==> config.mk <==
export PLATFORM = sky130hd
export DESIGN_NAME = spi_master_core
export DESIGN_NICKNAME = d
export VERILOG_FILES = /design/src/rtl/spi_master_core.sv
export SDC_FILE = /design/constraint.sdc
export NUM_CORES = 1
export LEC_CHECK = 0
export BUFFER_PORTS_ARGS = -buffer_cell sky130_fd_sc_hd__buf_2
export CORE_MARGIN = 4
export CORE_UTILIZATION = 51
export DETAILED_ROUTE_END_ITERATION = 6
export PLACE_DENSITY = 0.74
export SLEW_MARGIN = 15
export SYNTH_ARGS = -nofsm -noshare
export SYNTH_HDL_FRONTEND = slang
export SYNTH_SLANG_ARGS = --single-unit
==> constraint.sdc <==
create_clock -name clk -period 1.7 [get_ports clk]
set_clock_uncertainty 0.05 [all_clocks]
set_input_delay 0.085 -clock clk [delete_from_list [all_inputs] [get_ports clk]]
set_output_delay 0.085 -clock clk [all_outputs]
set_load 0.01 [all_outputs]
==> src/rtl/spi_master_core.sv <==
// spi_master_core
// Byte-oriented SPI master, mode 0 (CPOL=0, CPHA=0).
// Shifts one byte out on dout while capturing din, drives an active-low
// slave select and pulses done for one clock when the byte completes.
//
// Ports:
//   clk    in   system clock, rising edge
//   rstb   in   asynchronous active-low reset
//   mlb    in   bit order (1 = MSB first, 0 = LSB first), sampled at start
//   start  in   level request; a byte begins whenever start=1 while idle
//   tdat   in   [7:0] transmit byte, latched at start
//   cdiv   in   [1:0] SCK divider: half-period = 2^(cdiv+1) clk cycles
//   din    in   serial data from slave (MISO)
//   ss     out  slave select, active low
//   sck    out  serial clock, idles low
//   dout   out  serial data to slave (MOSI)
//   done   out  one-clk pulse at end of a byte
//   rdata  out  [7:0] received byte, updated with done
module spi_master_core (
  input  logic       clk,
  input  logic       rstb,
  input  logic       mlb,
  input  logic       start,
  input  logic [7:0] tdat,
  input  logic [1:0] cdiv,
  input  logic       din,
  output logic       ss,
  output logic       sck,
  output logic       dout,
  output logic       done,
  output logic [7:0] rdata
);

  typedef enum logic [1:0] {
    IDLE   = 2'd0,
    SEND   = 2'd1,
    FINISH = 2'd2
  } state_t;

  state_t     state_q, state_d;
  logic [3:0] div_q, div_d;     // clk count within the current half-period
  logic [3:0] half_q, half_d;   // half-period index within the byte (0..15)
  logic [1:0] cdiv_q, cdiv_d;
  logic       msb_q, msb_d;
  logic [7:0] tx_q, tx_d;
  logic [7:0] rx_q, rx_d;
  logic       ss_q, ss_d;
  logic       sck_q, sck_d;
  logic       dout_q, dout_d;
  logic       done_q, done_d;
  logic [7:0] rdata_q, rdata_d;

  logic [3:0] div_top;
  logic       half_end;
  logic [7:0] tx_shift;
  logic [7:0] rx_shift;

  // Last count value of a half-period: H-1 with H = 2^(cdiv+1).
  always_comb begin
    case (cdiv_q)
      2'd0:    div_top = 4'd1;
      2'd1:    div_top = 4'd3;
      2'd2:    div_top = 4'd7;
      default: div_top = 4'd15;
    endcase
  end

  assign half_end = (div_q == div_top);
  assign tx_shift = msb_q ? {tx_q[6:0], 1'b0} : {1'b0, tx_q[7:1]};
  // Receive uses the same order as transmit so a loopback returns the byte.
  assign rx_shift = msb_q ? {rx_q[6:0], din} : {din, rx_q[7:1]};

  always_comb begin
    state_d = state_q;
    div_d   = div_q;
    half_d  = half_q;
    cdiv_d  = cdiv_q;
    msb_d   = msb_q;
    tx_d    = tx_q;
    rx_d    = rx_q;
    ss_d    = ss_q;
    sck_d   = sck_q;
    dout_d  = dout_q;
    done_d  = 1'b0;
    rdata_d = rdata_q;

    case (state_q)
      IDLE: begin
        ss_d  = 1'b1;
        sck_d = 1'b0;
        if (start) begin
          tx_d    = tdat;
          msb_d   = mlb;
          cdiv_d  = cdiv;
          div_d   = 4'd0;
          half_d  = 4'd0;
          rx_d    = 8'h00;
          ss_d    = 1'b0;
          dout_d  = mlb ? tdat[7] : tdat[0];
          state_d = SEND;
        end
      end

      SEND: begin
        if (half_end) begin
          div_d  = 4'd0;
          half_d = half_q + 4'd1;
          if (!sck_q) begin
            // Rising SCK: capture MISO.
            sck_d = 1'b1;
            rx_d  = rx_shift;
          end else begin
            sck_d = 1'b0;
            if (half_q == 4'd15) begin
              // Falling edge after the 8th bit ends the byte; dout keeps
              // the last bit.
              state_d = FINISH;
              ss_d    = 1'b1;
              done_d  = 1'b1;
              rdata_d = rx_q;
            end else begin
              tx_d   = tx_shift;
              dout_d = msb_q ? tx_shift[7] : tx_shift[0];
            end
          end
        end else begin
          div_d = div_q + 4'd1;
        end
      end

      FINISH: begin
        state_d = IDLE;
      end

      default: begin
        state_d = IDLE;
        ss_d    = 1'b1;
        sck_d   = 1'b0;
      end
    endcase
  end

  always_ff @(posedge clk or negedge rstb) begin
    if (!rstb) begin
      state_q <= IDLE;
      div_q   <= 4'd0;
      half_q  <= 4'd0;
      cdiv_q  <= 2'd0;
      msb_q   <= 1'b0;
      tx_q    <= 8'h00;
      rx_q    <= 8'h00;
      ss_q    <= 1'b1;
      sck_q   <= 1'b0;
      dout_q  <= 1'b0;
      done_q  <= 1'b0;
      rdata_q <= 8'h00;
    end else begin
      state_q <= state_d;
      div_q   <= div_d;
      half_q  <= half_d;
      cdiv_q  <= cdiv_d;
      msb_q   <= msb_d;
      tx_q    <= tx_d;
      rx_q    <= rx_d;
      ss_q    <= ss_d;
      sck_q   <= sck_d;
      dout_q  <= dout_d;
      done_q  <= done_d;
      rdata_q <= rdata_d;
    end
  end

  assign ss    = ss_q;
  assign sck   = sck_q;
  assign dout  = dout_q;
  assign done  = done_q;
  assign rdata = rdata_q;

endmodule

### After elaboration in Yosys (flattened, before gate mapping)

Cells that the tools add are included.

* register bits after elaboration: 41
* input port bits: 15
* output and inout port bits: 12

* $add $sub $neg: 2
* equal/unequal tests: 12
* muxes and demuxes: 41
* bitwise operators: 1
* reduce and logical (&&, ||, !) cells: 12

Operator list (count)
* $mux 8: 9
* $pmux 8 s2: 2
* $mux 1: 16
* $pmux 4 s2: 2
* $reduce_and 4->1: 4
* $mux 4: 3
* $ne 2x2->1 const B: 6
* $pmux 4 s3: 1
* $add 4x1->4 const B: 2
* $mux 2: 4
* $reduce_and 2->1: 3
* $reduce_and 5->1: 1
* $eq 2x1->1 const B: 2
* $eq 2x2->1 const B: 2
* $eq 4x4->1: 1
* $eq 4x4->1 const B: 1
* $logic_not 2->1: 2
* $pmux 1 s2: 2
* $pmux 2 s2: 1
* $pmux 1 s3: 1
* $reduce_and 3->1: 1
* $reduce_bool 2->1: 1
* $not 1->1: 1

### Longest topological paths before layout

* depth after elaboration: 6
* depth in mapped cells: 6

### Worst setup path after synthesis

OpenSTA, ideal clock, no wires.

* kind: register to register
* from: register half_q[0]
* to: register tx_q[7]
* setup time: 0.094 ns
* arrival time: 1.517 ns
* path slack: 0.039 ns
* cell stages (with the launch flop): 7
* period minus slack after synthesis: 1.661 ns
* path through: dfrtp_1 -> ha_1 -> and3_1 -> a21oi_2 -> buf_2 -> o21ai_1 -> a211oi_1

* longest elaborated chain between the ends: 3

RTL lines
* start, declared: RTL line 42 `logic [3:0] half_q, half_d;`
* start signal, assigned: RTL line 160 `half_q <= half_d;`
* $eq 4x4->1: RTL line 114 `if (half_q == 4'd15) begin`
* $ne 2x2->1 (no line)
* $reduce_and 5->1 (no line)
* end signal, assigned: RTL line 163 `tx_q <= tx_d;`
* end, declared: RTL line 45 `logic [7:0] tx_q, tx_d;`

Every way passes these cells.
A chain may end at the register's enable or synchronous reset.

### Worst setup path after layout

* from: register cdiv_q[0]
* to: register rdata_q[1], in the netlist rdata[1]

* longest elaborated chain between the ends: 4
* elaborated cells on any way between the ends: 6
* those cells by class: eq/ne: 3; mux: 1; reduce/logical: 2

RTL lines
* start, declared: RTL line 43 `logic [1:0] cdiv_q, cdiv_d;`
* start signal, assigned: RTL line 161 `cdiv_q <= cdiv_d;`
* $eq 2x2->1, or another cell as far along: RTL line 60 `case (cdiv_q)`
* $pmux 4 s3 (*): RTL line 60
* $eq 4x4->1 (*): RTL line 68 `assign half_end = (div_q == div_top);`
* $reduce_and 4->1 (no line) (*)
* end signal, assigned: RTL line 169 `rdata_q <= rdata_d;`
* end, declared: RTL line 51 `logic [7:0] rdata_q, rdata_d;`

Every way passes the cells marked *; elsewhere a longest branch is shown, timed or not.

==> metrics.md <==
| Metric | Value |
|---|---|
| Clock Pin Slew Worst Setup and Hold Paths | 80 ps |
| Global-route wire length before repair | 7.83 mm |
| Synthesized-area fraction occupied by ao, oa, aoi and oai cells | 0.198 |
| Largest family of logic cells by synthesized area | compound AO/OA/AOI/OAI gates |
| Routed Wire Length | 4.74 mm |
| Proportion of synthesized chip area in sequential cells | 0.486 |
| Total nets after synthesis | 201 |
| Worst-path cell with the longest stage delay | sky130_fd_sc_hd__dfrtp_1 |
| WP data arrival | 1820 ps |
| Sw Pwr | 0.00151 W |
| Part of the total power dissipated in combinational logic | 0.426 |
| R2R setup slack | 7 ps |
| Clock network power share | 0.147 |
| Cells traversed along the worst timing path | and2_4, o211a_4, o21a_4, nand3_4, mux2_2 |
| Status | completed |
| TritonCTS clock tree | done |
| R2R depth | 5 |
| Die Y-Extent | 72.4 um |
| Clk Tree Root Cell | sky130_fd_sc_hd__clkbuf_8 |
| Worst slew margin relative to its limit | 0.676 |
| Syn avg cell area | 11.5 um2 |
| Placeable core region | 0.00400 mm2 |
| Top cells by area, synth | sky130_fd_sc_hd__dfrtp_1 47%, sky130_fd_sc_hd__mux2_2 6.4%, sky130_fd_sc_hd__mux2i_1 5.7%, sky130_fd_sc_hd__nand3_1 3.1%, sky130_fd_sc_hd__a2bb2oi_2 2.8% |
| IO buf count | 26 |
| First-iteration detailed-routing DRC count | 87 |
| Type of the setup path with the least slack | flip-flop to flip-flop |
| Maximum number of pins on one net before global-route repair | 23 |
| Deepest clock path buffer count | 2 |
| Die Span X | 72.4 um |
| Detailed placement HPWL | 3.40 mm |
| Clock buffer count from CTS | 5 |
| Via count normalized by instance count | 5.89 |
| YS warnings | 0 |
| Final Net Count | 250 |
| Share of cells above drive strength 1 | 0.402 |
| Static Leakage | 1.23 nW |
| Area enclosed by the die boundary | 0.00524 mm2 |
| Synth Instances | 184 |
| Clock period minus final worst setup slack | 1690 ps |
| Number of different library cells in the post-synthesis netlist | 50 |
| Netlist area before placement | 0.00212 mm2 |
| Post-synthesis share of cell area spent on xor and xnor gates | 0.00828 |
| Highest ir drop seen on vdd | 0.000915 V |
| Arithmetic-cell share of the synthesized area counting full adders, half adders and majority gates | 0.0118 |
| Vias | 1672 |
| Antenna Violating Nets Remaining | 0 |
| Cell with the most instances after synthesis | sky130_fd_sc_hd__dfrtp_1 |
| Launching element type of the critical path | flip-flop |
| Achievable clock frequency | 0.591 GHz |
| Sequential fraction of design power | 0.428 |
| Critical path launch point | cdiv_q[0] |
| Power Internal | 0.00267 W |
| Final setup vio count | 0 |
| Diode insertion count for antenna repair | 0 |
| Reg-to-reg critical path endpoint | rdata[1] |
| Total gr overflow | 0 |
| Initial antenna violation count | 0 |
| First-pass DRT Iterations | 4 |
| Critical path destination | rdata[1] |
| Slew @ Worst Pin | 486 ps |
| Max Fanout on Critical Path | 8 |
| Prevailing post-synth register cell | sky130_fd_sc_hd__dfrtp_1 |
| Setup repair after global routing missed its margin | yes |
| Cell Area, Placed | 0.00243 mm2 |
| Post-detailed-route DRC marker count | 0 |
| Switching fraction of total power | 0.362 |
| Signed area change from the synthesized netlist to the final layout | 25.4% |
| Total power after layout | 0.00419 W |
| Cell Pwr Density | 1580 mW/mm2 |
| Final cycle utilization of the critical path | 0.996 |
| Area share of the largest cell type after synthesis | 0.473 |
| Hold Path Depth | 3 |
| Number of global-route vias before repair | 1734 |
| Max-capacitance violation count | 0 |
| Required time of the worst setup path | 1830 ps |
| Number of sinks driven by the clock tree | 41 |
| Worst setup EP type | flip-flop |
| Most frequent cells after synthesis | 40 x sky130_fd_sc_hd__dfrtp_1, 13 x sky130_fd_sc_hd__nand3_1, 12 x sky130_fd_sc_hd__mux2_2, 12 x sky130_fd_sc_hd__mux2i_1, 10 x sky130_fd_sc_hd__nand2_1 |
| Final cell area excluding filler cells | 0.00265 mm2 |
| Number of synthesized register bits | 41 |
| Origin of the critical flop-to-flop path | cdiv_q[0] |
| Slew Viols, Final | 0 |
| Placement row count | 23 |
| Total count of hold-check failures in the final report | 0 |
| Number of enable-type register cells in the synthesized netlist | 0 |
| CTS H-tree depth | 2 |
| Path class of the lowest-slack min-delay path | input pin to flip-flop |
| CP peak stage delay | 420 ps |
| Cell taking the most area after synthesis | sky130_fd_sc_hd__dfrtp_1 |
| Clock latency of the later-clocked register in the worst-skew pair | 290 ps |
| Area share of and/or/nand/nor cells after synthesis | 0.130 |
| GRT Util Overall | 0.192 |
| Async SR Flop Fraction | 1.00 |
| Starting utilization of the core area | 0.529 |
| IO Pins | 27 |
| Global placer's final weighted congestion | 0.790 |
| Multiplexer share of the synthesized area | 0.131 |
| Wire length per cell | 16.7 um |
[cells by family (layout without fill, tap and decap cells)]
kind of cell               after synthesis  in the layout
muxes                                   26             26
buffers and inverters                   14             64
adders and majority gates                2              2
and+or+nand+nor                         52             52
xor gates and xnor gates                 2              2
DFF                                     41             41
AOI/OAI and AO/OA                       47             47
[power groups by stage]
stage / combinational, W / clock [W] / sequential [W]
2_1_floorplan: 0.00109 / 0 / 0.00175
3_3_place_gp: 0.00158 / 0 / 0.00174
3_5_place_dp: 0.00166 / 0 / 0.00178
4_1_cts: 0.00171 / 0.000631 / 0.00177
5_1_grt: 0.00194 / 0.000671 / 0.00186
6_report: 0.00178 / 0.000613 / 0.00179
[through the flow]
| stage | utilization | std cells | worst slack [ps] | setup TNS, ps | hold WS (ps) |
|---|---|---|---|---|---|
| finish | 0.663 | 284 | 6.89 | 0 | 40.5 |
| global route | 0.663 | 284 | -37.4 | -265 | 55.8 |
| CTS | 0.644 | 282 | -4.48 | -6.52 | 42.8 |
| detailed placement | 0.608 | 270 | -58.0 | -286 | 23.9 |
| global placement | 0.608 | 270 | 20.3 | 0 | 26.5 |
| floorplan | - | 184 | 39.2 | 0 | -261 |
[worst min path at each step]
| stage | start | endpoint | slack [ps] |
|---|---|---|---|
| floorplan | rstb | cdiv_q[0] | -260 |
| global placement | rstb | div_q[0] | 30 |
| detailed placement | rstb | cdiv_q[0] | 20 |
| CTS | tdat[6] | tx_q[6] | 40 |
| global route | tdat[4] | tx_q[4] | 60 |
| finish | tdat[6] | tx_q[6] | 40 |
[cell usage in the layout, fill, tap and decap left out, types with 3 or more instances in the layout]
cell type,netlist,routed
sky130_fd_sc_hd__mux2_2,12,10
sky130_fd_sc_hd__nand3_1,13,13
sky130_fd_sc_hd__a211oi_1,4,4
sky130_fd_sc_hd__dfrtp_1,40,39
sky130_fd_sc_hd__a2bb2oi_2,4,4
sky130_fd_sc_hd__mux2_4,0,3
sky130_fd_sc_hd__o21ai_0,3,3
sky130_fd_sc_hd__clkbuf_8,0,5
sky130_fd_sc_hd__o31ai_1,8,8
sky130_fd_sc_hd__and3_1,5,4
sky130_fd_sc_hd__dlygate4sd3_1,0,4
sky130_fd_sc_hd__a31o_1,4,4
sky130_fd_sc_hd__a32o_1,3,3
sky130_fd_sc_hd__nor2_1,9,9
sky130_fd_sc_hd__a2bb2oi_1,3,3
sky130_fd_sc_hd__buf_2,6,26
sky130_fd_sc_hd__buf_4,2,22
sky130_fd_sc_hd__nand2_1,10,10
sky130_fd_sc_hd__mux2i_1,12,12
[registers in the layout (all words and copies together), names as in the netlist]
name	count
cdiv_q	2
div_q	4
done	1
dout	1
half_q	4
msb_q	1
rdata	8
rx_q	8
sck	1
ss	1
state_q	2
tx_q	8
[routing by layer]
| layer | part of all wire | global-route usage | up-vias | wire length [um] |
|---|---|---|---|---|
| met5 | 0 | 0 | - | 0 |
| met4 | 0.011 | 0.0553 | 0 | 50 |
| met3 | 0.041 | 0.0457 | 6 | 193 |
| li1 | - | - | 790 | - |
| met1 | 0.42 | 0.225 | 834 | 1970 |
| met2 | 0.53 | 0.347 | 42 | 2520 |
[critical path: cells and delay by family, from the launching register on]
family / cells / cell delay, ps
AO/OA/AOI/OAI: 2 / 470
multiplexers: 1 / 350
AND/OR/NAND/NOR: 2 / 300
flip-flops: 1 / 420
[cell type report]
class,instances,area [um2]
fillers,318,1350
inverters,2,7.51
repair buffers,54,375
multi-input cells,129,1100
clock buffers,6,72.6
clock inverters,2,10.0
flip-flops and latches,41,1030
well taps,50,62.6
[repair_timing]
item | 4_1_cts | 5_1_grt
hold buffers | 4 | 0
pin swaps | 1 | 5
endpoints found under the hold margin | 21 | 0
endpoints found under the setup margin | 12 | 16
gates resized for setup | 6 | 11
cloned | 0 | 0
buffers inserted | 0 | 2
Note: power is estimated with default switching activity, not from simulation.
